===== src/rtl/mbscore_bus_responder_pkg.sv =====
// Shared constants for the MBScore bus responder: state and access-type encodings, data width.
// DATA_WIDTH may be overridden by defining the DATA_WIDTH macro before this file.
`ifndef DATA_WIDTH
`define DATA_WIDTH 32
`endif

package mbscore_bus_responder_pkg;

    localparam int unsigned MBS_DATA_WIDTH = `DATA_WIDTH;

    typedef enum logic [1:0] {
        BUS_IDLE = 2'd0,
        BUS_REQ  = 2'd1,
        BUS_DONE = 2'd2
    } bus_state_e;

    typedef enum logic [1:0] {
        ACC_FETCH = 2'd0,
        ACC_LOAD  = 2'd1,
        ACC_STORE = 2'd2
    } acc_type_e;

endpackage


===== src/rtl/mbscore_strobe_tracker.sv =====
// Served flag for one level-style core strobe; turns a held level into a single new-request.
module mbscore_strobe_tracker (
    input  logic bus_clk,
    input  logic rst_n,
    input  logic i_strobe,
    input  logic i_set_served,
    output logic o_new_req_c
);

    logic r_served;

    // Completion wins over a simultaneous low strobe; the flag then clears on the next low sample.
    always_ff @(posedge bus_clk or negedge rst_n) begin
        if (!rst_n) begin
            r_served <= 1'b0;
        end else if (i_set_served) begin
            r_served <= 1'b1;
        end else if (!i_strobe) begin
            r_served <= 1'b0;
        end
    end

    assign o_new_req_c = i_strobe & ~r_served;

endmodule


===== src/rtl/mbscore_bus_responder.sv =====
// Converts MBScore fetch/load/store strobes into single req/ack memory transactions and stalls the core.
// Optional timeout abort enabled by defining MBS_BUS_TIMEOUT_EN.
module mbscore_bus_responder
    import mbscore_bus_responder_pkg::*;
#(
    parameter int unsigned ADDR_WIDTH     = 32,
    parameter int unsigned DATA_WIDTH     = MBS_DATA_WIDTH,
    parameter int unsigned TIMEOUT_CYCLES = 255
) (
    input  logic                  bus_clk,
    input  logic                  rst_n,
    input  logic                  inst_re,
    input  logic                  mem_re,
    input  logic                  mem_we,
    input  logic [ADDR_WIDTH-1:0] pc_addr,
    input  logic [ADDR_WIDTH-1:0] d_addr,
    input  logic [DATA_WIDTH-1:0] d_wdata,
    output logic                  pause,
    output logic [DATA_WIDTH-1:0] ir_data,
    output logic [DATA_WIDTH-1:0] dr_data,
    output logic                  bus_err,
    output logic                  m_req,
    output logic                  m_we,
    output logic [ADDR_WIDTH-1:0] m_addr,
    output logic [DATA_WIDTH-1:0] m_wdata,
    input  logic                  m_ack,
    input  logic [DATA_WIDTH-1:0] m_rdata
);

    bus_state_e            r_state;
    bus_state_e            w_state_nxt;
    acc_type_e             r_acc;
    acc_type_e             w_acc_sel;
    logic                  r_rd_also;
    logic                  r_m_we;
    logic [ADDR_WIDTH-1:0] r_m_addr;
    logic [ADDR_WIDTH-1:0] w_addr_sel;
    logic [DATA_WIDTH-1:0] r_m_wdata;
    logic [DATA_WIDTH-1:0] r_ir_data;
    logic [DATA_WIDTH-1:0] r_dr_data;
    logic [DATA_WIDTH-1:0] w_fin_data;
    logic                  w_we_new;
    logic                  w_re_new;
    logic                  w_ie_new;
    logic                  w_any_new;
    logic                  w_start;
    logic                  w_finish;
    logic                  w_timeout;
    logic                  w_set_we;
    logic                  w_set_re;
    logic                  w_set_ie;

    mbscore_strobe_tracker u_trk_we (
        .bus_clk      (bus_clk),
        .rst_n        (rst_n),
        .i_strobe     (mem_we),
        .i_set_served (w_set_we),
        .o_new_req_c  (w_we_new)
    );

    mbscore_strobe_tracker u_trk_re (
        .bus_clk      (bus_clk),
        .rst_n        (rst_n),
        .i_strobe     (mem_re),
        .i_set_served (w_set_re),
        .o_new_req_c  (w_re_new)
    );

    mbscore_strobe_tracker u_trk_ie (
        .bus_clk      (bus_clk),
        .rst_n        (rst_n),
        .i_strobe     (inst_re),
        .i_set_served (w_set_ie),
        .o_new_req_c  (w_ie_new)
    );

    assign w_any_new = w_we_new | w_re_new | w_ie_new;

    // A store issued while a read is also pending retires that read too.
    assign w_set_we = w_finish && (r_acc == ACC_STORE);
    assign w_set_re = w_finish && ((r_acc == ACC_LOAD) || ((r_acc == ACC_STORE) && r_rd_also));
    assign w_set_ie = w_finish && (r_acc == ACC_FETCH);

    // Next state, request selection by priority (store > load > fetch).
    always_comb begin
        w_state_nxt = r_state;
        w_start     = 1'b0;
        w_finish    = 1'b0;
        w_acc_sel   = ACC_FETCH;
        w_addr_sel  = pc_addr;
        if (w_we_new) begin
            w_acc_sel  = ACC_STORE;
            w_addr_sel = d_addr;
        end else if (w_re_new) begin
            w_acc_sel  = ACC_LOAD;
            w_addr_sel = d_addr;
        end
        case (r_state)
            BUS_IDLE: begin
                if (w_any_new) begin
                    w_start     = 1'b1;
                    w_state_nxt = BUS_REQ;
                end
            end
            BUS_REQ: begin
                if (m_ack || w_timeout) begin
                    w_finish    = 1'b1;
                    w_state_nxt = BUS_DONE;
                end
            end
            BUS_DONE: w_state_nxt = BUS_IDLE;
            default:  w_state_nxt = BUS_IDLE;
        endcase
    end

    always_ff @(posedge bus_clk or negedge rst_n) begin
        if (!rst_n) begin
            r_state <= BUS_IDLE;
        end else begin
            r_state <= w_state_nxt;
        end
    end

    // Capture the selected access; registers stay stable for the whole REQ phase.
    always_ff @(posedge bus_clk or negedge rst_n) begin
        if (!rst_n) begin
            r_acc     <= ACC_FETCH;
            r_rd_also <= 1'b0;
            r_m_we    <= 1'b0;
            r_m_addr  <= '0;
            r_m_wdata <= '0;
        end else if (w_start) begin
            r_acc     <= w_acc_sel;
            r_rd_also <= w_we_new & w_re_new;
            r_m_we    <= (w_acc_sel == ACC_STORE);
            r_m_addr  <= w_addr_sel;
            r_m_wdata <= d_wdata;
        end
    end

    assign w_fin_data = w_timeout ? '0 : m_rdata;

    always_ff @(posedge bus_clk or negedge rst_n) begin
        if (!rst_n) begin
            r_ir_data <= '0;
            r_dr_data <= '0;
        end else if (w_finish) begin
            case (r_acc)
                ACC_FETCH: r_ir_data <= w_fin_data;
                ACC_LOAD:  r_dr_data <= w_fin_data;
                default:   ;
            endcase
        end
    end

`ifdef MBS_BUS_TIMEOUT_EN
    localparam int unsigned TO_W =
        ($clog2(TIMEOUT_CYCLES + 1) > 8) ? $clog2(TIMEOUT_CYCLES + 1) : 8;

    logic [TO_W-1:0] r_to_cnt;
    logic            r_bus_err;

    // Counts REQ cycles; the abort fires on the last allowed cycle if no ack arrives.
    always_ff @(posedge bus_clk or negedge rst_n) begin
        if (!rst_n) begin
            r_to_cnt  <= '0;
            r_bus_err <= 1'b0;
        end else begin
            if (w_start) begin
                r_to_cnt <= '0;
            end else if (r_state == BUS_REQ) begin
                r_to_cnt <= r_to_cnt + TO_W'(1);
            end
            if (w_timeout) begin
                r_bus_err <= 1'b1;
            end
        end
    end

    assign w_timeout = (r_state == BUS_REQ) && !m_ack && (r_to_cnt == TO_W'(TIMEOUT_CYCLES - 1));
    assign bus_err   = r_bus_err;
`else
    logic [31:0] w_unused_timeout;

    assign w_unused_timeout = 32'(TIMEOUT_CYCLES);
    assign w_timeout        = 1'b0;
    assign bus_err          = 1'b0;
`endif

    assign pause   = ((r_state == BUS_IDLE) && w_any_new) || (r_state == BUS_REQ);
    assign m_req   = (r_state == BUS_REQ);
    assign m_we    = r_m_we;
    assign m_addr  = r_m_addr;
    assign m_wdata = r_m_wdata;
    assign ir_data = r_ir_data;
    assign dr_data = r_dr_data;

endmodule


===== config.mk =====
export PLATFORM = sky130hd
export DESIGN_NAME = mbscore_bus_responder
export DESIGN_NICKNAME = d
export VERILOG_FILES = /design/src/rtl/mbscore_bus_responder_pkg.sv /design/src/rtl/mbscore_strobe_tracker.sv /design/src/rtl/mbscore_bus_responder.sv
export SDC_FILE = /design/constraint.sdc
export NUM_CORES = 1
export LEC_CHECK = 0
export CORE_MARGIN = 2
export CORE_UTILIZATION = 35
export CTS_CLUSTER_SIZE = 28
export DETAILED_ROUTE_END_ITERATION = 7
export HOLD_SLACK_MARGIN = 0.05
export PLACE_DENSITY = 0.74
export SYNTH_ARGS = -nofsm -noshare
export SYNTH_HDL_FRONTEND = slang
export SYNTH_SLANG_ARGS = --single-unit

===== constraint.sdc =====
create_clock -name bus_clk -period 5.2 [get_ports bus_clk]
set_input_delay 0.78 -clock bus_clk [delete_from_list [all_inputs] [get_ports bus_clk]]
set_output_delay 0.78 -clock bus_clk [all_outputs]
set_load 0.1 [all_outputs]

==> flow_summary.ini <==
[clocking]
clock_path_buffers = 2
ctsHtreeMaxLevel = 4
cts.clk_slew.worst_paths_ns = 0.06
numCtsBuffers = 17
cts.hold.buffers_added = 0
cts.root.buffer_cell = clkbuf_16
post_cts.repair.setup_buffers = 0
clock_insertion_delay_worst_skew_ns = 0.40
cts-resized-gates = 0
cts_tree = yes
clkSinkCount = 137

[detailed_routing]
antenna_left = 0
num_vias = 3941
avgRoutedWirePerCell_microns = 15.9
drt-initial-drc-count = 158
route.detailed.vias_per_inst = 4.51
router_iterations_before_antenna_repair = 4
drc = 0
finalWirelength_microns = 13900

[die]
top_level_ports = 266
coreArea_sq_mm = 0.0157
row_count = 46
dieHeight_microns = 130
die_w_microns = 130
effective_utilization_at_floorplan_pct = 35.3
dieArea_sq_mm = 0.0169

[finish]
antenna-diode-count = 0
drive_gt1_share_pct = 19.8
seqCellArea_sq_mm = 0.00343
multiInputGateArea_sq_mm = 0.00197
area.growth.synth_to_final_pct = 61.8
layout.filler_cells = 1248
most_used_cells_in_the_layout_excluding_fill_and_tap_cells = 262 x clkdlybuf4s50_1, 137 x dfrtp_1, 57 x mux2_2
finish.instance_area_sq_mm = 0.00898
final_common_cell = clkdlybuf4s50_1
finish.net_count = 778

[setup_path]
worstPathArrival_ns = 2.54
crit_type = primary input to output port
worst_setup_path_start_kind = primary input
worst-path-max-fanout = 33
worst_ep_required_time_ns = 4.42
setup.worst_path.end_class = output port

[logic_synthesis]
seq_area_frac_synth_pct = 61.8
ys_seq_elements = 137
synth.yosys.warnings = 0
synth.lib_cells_used.distinct = 30
postSynthNetCount = 513
syn-mean-instance-area_sq_um = 14.6
synthesized_instance_count = 379
synthesis.area_sq_mm = 0.00555

[sta]
setup-tns-final_ns = 0
worst-slew-pin-transition_ns = 1.17
timing_max_transition_violations_final = 0
fin_crit_sh_pct = 63.9
setup_violations = 0
clock_skew_ns = 0.00940
finalHoldViolCount = 0
final.min_clock_period_ns = 3.32
max_freq_mhz = 301
slew-limit-headroom_pct = 21.7
grt_setup_unrepaired = false

[grt]
grt_remaining_overflow = 0
grt_pass1_vias = 4070
track_usage_pct = 16.3
grt_first_pass_wirelength_microns = 21200
grt_start_max_net_pins = 99
initial_antenna_violation_count = 0

[run_status]
status = finished clean

[placed_design]
finalWeightedCongestion = 0.751
postPlaceCellArea_sq_mm = 0.00835
dp_hpwl_microns = 10200
port-buffer-count = 264

[hold_path]
worst_hold_path_type = primary input to async pin

[job]
cap_viol_max_count = 0
==> flip-flops by register name, indices dropped and copies added, names as in the netlist <==
signal,cells
dr_data,32
ir_data,32
m_addr,32
m_wdata,32
r_acc,2
r_state,2
m_we,1
r_rd_also,1
u_trk_ie.r_served,1
u_trk_re.r_served,1
u_trk_we.r_served,1
==> path summary, 6_finish.rpt <==
kind	from	to	slack (ns)	cells past startpoint
worst max-delay path	mem_we	pause	1.88	7
worst min-delay path	rst_n	m_wdata[7]	0.47	1
worst max register to register	u_trk_we.r_served	m_addr[24]	2.77	4
worst min register to register	u_trk_ie.r_served	u_trk_ie.r_served	0.47	1
max in group asynchronous	rst_n	m_wdata[31]	3.62	2
min in group bus_clk	u_trk_ie.r_served	u_trk_ie.r_served	0.47	1
==> synth_stat cells <==
cell type    n  area, sq um
a211oi_1     1         7.51
a21o_1       1         7.51
a22o_1       2         17.5
a311o_1      1         10.0
a32o_1       1         10.0
and2b_1      1         7.51
buf_1        2         7.51
buf_12       3         60.1
buf_2       10         50.1
buf_4        1         7.51
buf_6        1         11.3
clkbuf_1     5         18.8
conb_1       1         3.75
dfrtp_1    137         3430
inv_1        2         7.51
mux2_1       9          101
mux2_2      57          642
mux2_4      30          450
mux2i_1     32          320
nand2_1     36          135
nand2_2      1         6.26
nand2b_1     3         18.8
nand3_1      1         5.00
nor2_1       1         3.75
nor3_1       1         5.00
nor3_2       1         10.0
nor3b_1      1         7.51
o21ai_0     35          175
o41ai_1      1         8.76
or3_1        1         6.26
==> routing by layer <==
metal  global-route usage, %  vias to the layer above  share of wire [%]  wire [microns]
met2                    27.2                      167                 50            6900
met1                    19.9                     1906                 42            5770
met4                    5.00                        0                1.2             162
met5                       0                        -                  0               0
li1                        -                     1857                  -               -
met3                    5.58                       11                7.5            1050
==> kinds of logic after synthesis <==
group | after synthesis | share of synthesized area [%]
buf+inv | 24 | 2.93
other cells | 1 | 0.0676
simple gates | 47 | 3.70
mux | 128 | 27.3
flops | 137 | 61.8
compound gates | 42 | 4.26
==> metrics by stage <==
step / utilization, % / hold slack (ns) / std cells / setup WS, ns
after global placement: 53.1 / 0.457 / 841 / 1.92
after CTS: 57.2 / 0.473 / 873 / 1.86
after detailed placement: 53.1 / 0.460 / 841 / 1.87
final: 57.2 / 0.471 / 873 / 1.88
after floorplan: - / 0.444 / 379 / 2.03
after global routing: 57.2 / 0.485 / 873 / 1.72
==> worst max-delay path, stage by stage <==
cell	delay [ns]
clkdlybuf4s50_1	0.48
nand2b_1	0.16
nand2_2	0.09
buf_4	0.46
nor3b_1	0.14
nor2_1	0.12
buf_4	0.30
==> layout make-up <==
cell class,instances,share of cell area (%)
Clock buffer,22,5.50
Clock inverter,10,1.56
Inverter,2,0.0836
Multi-Input combinational cell,218,21.9
Sequential cell,137,38.2
Tap cell,216,3.01
Timing Repair Buffer,268,29.7
Power is not shown: default switching activity piles up to over one toggle a cycle in this logic, so the estimate is an artifact.
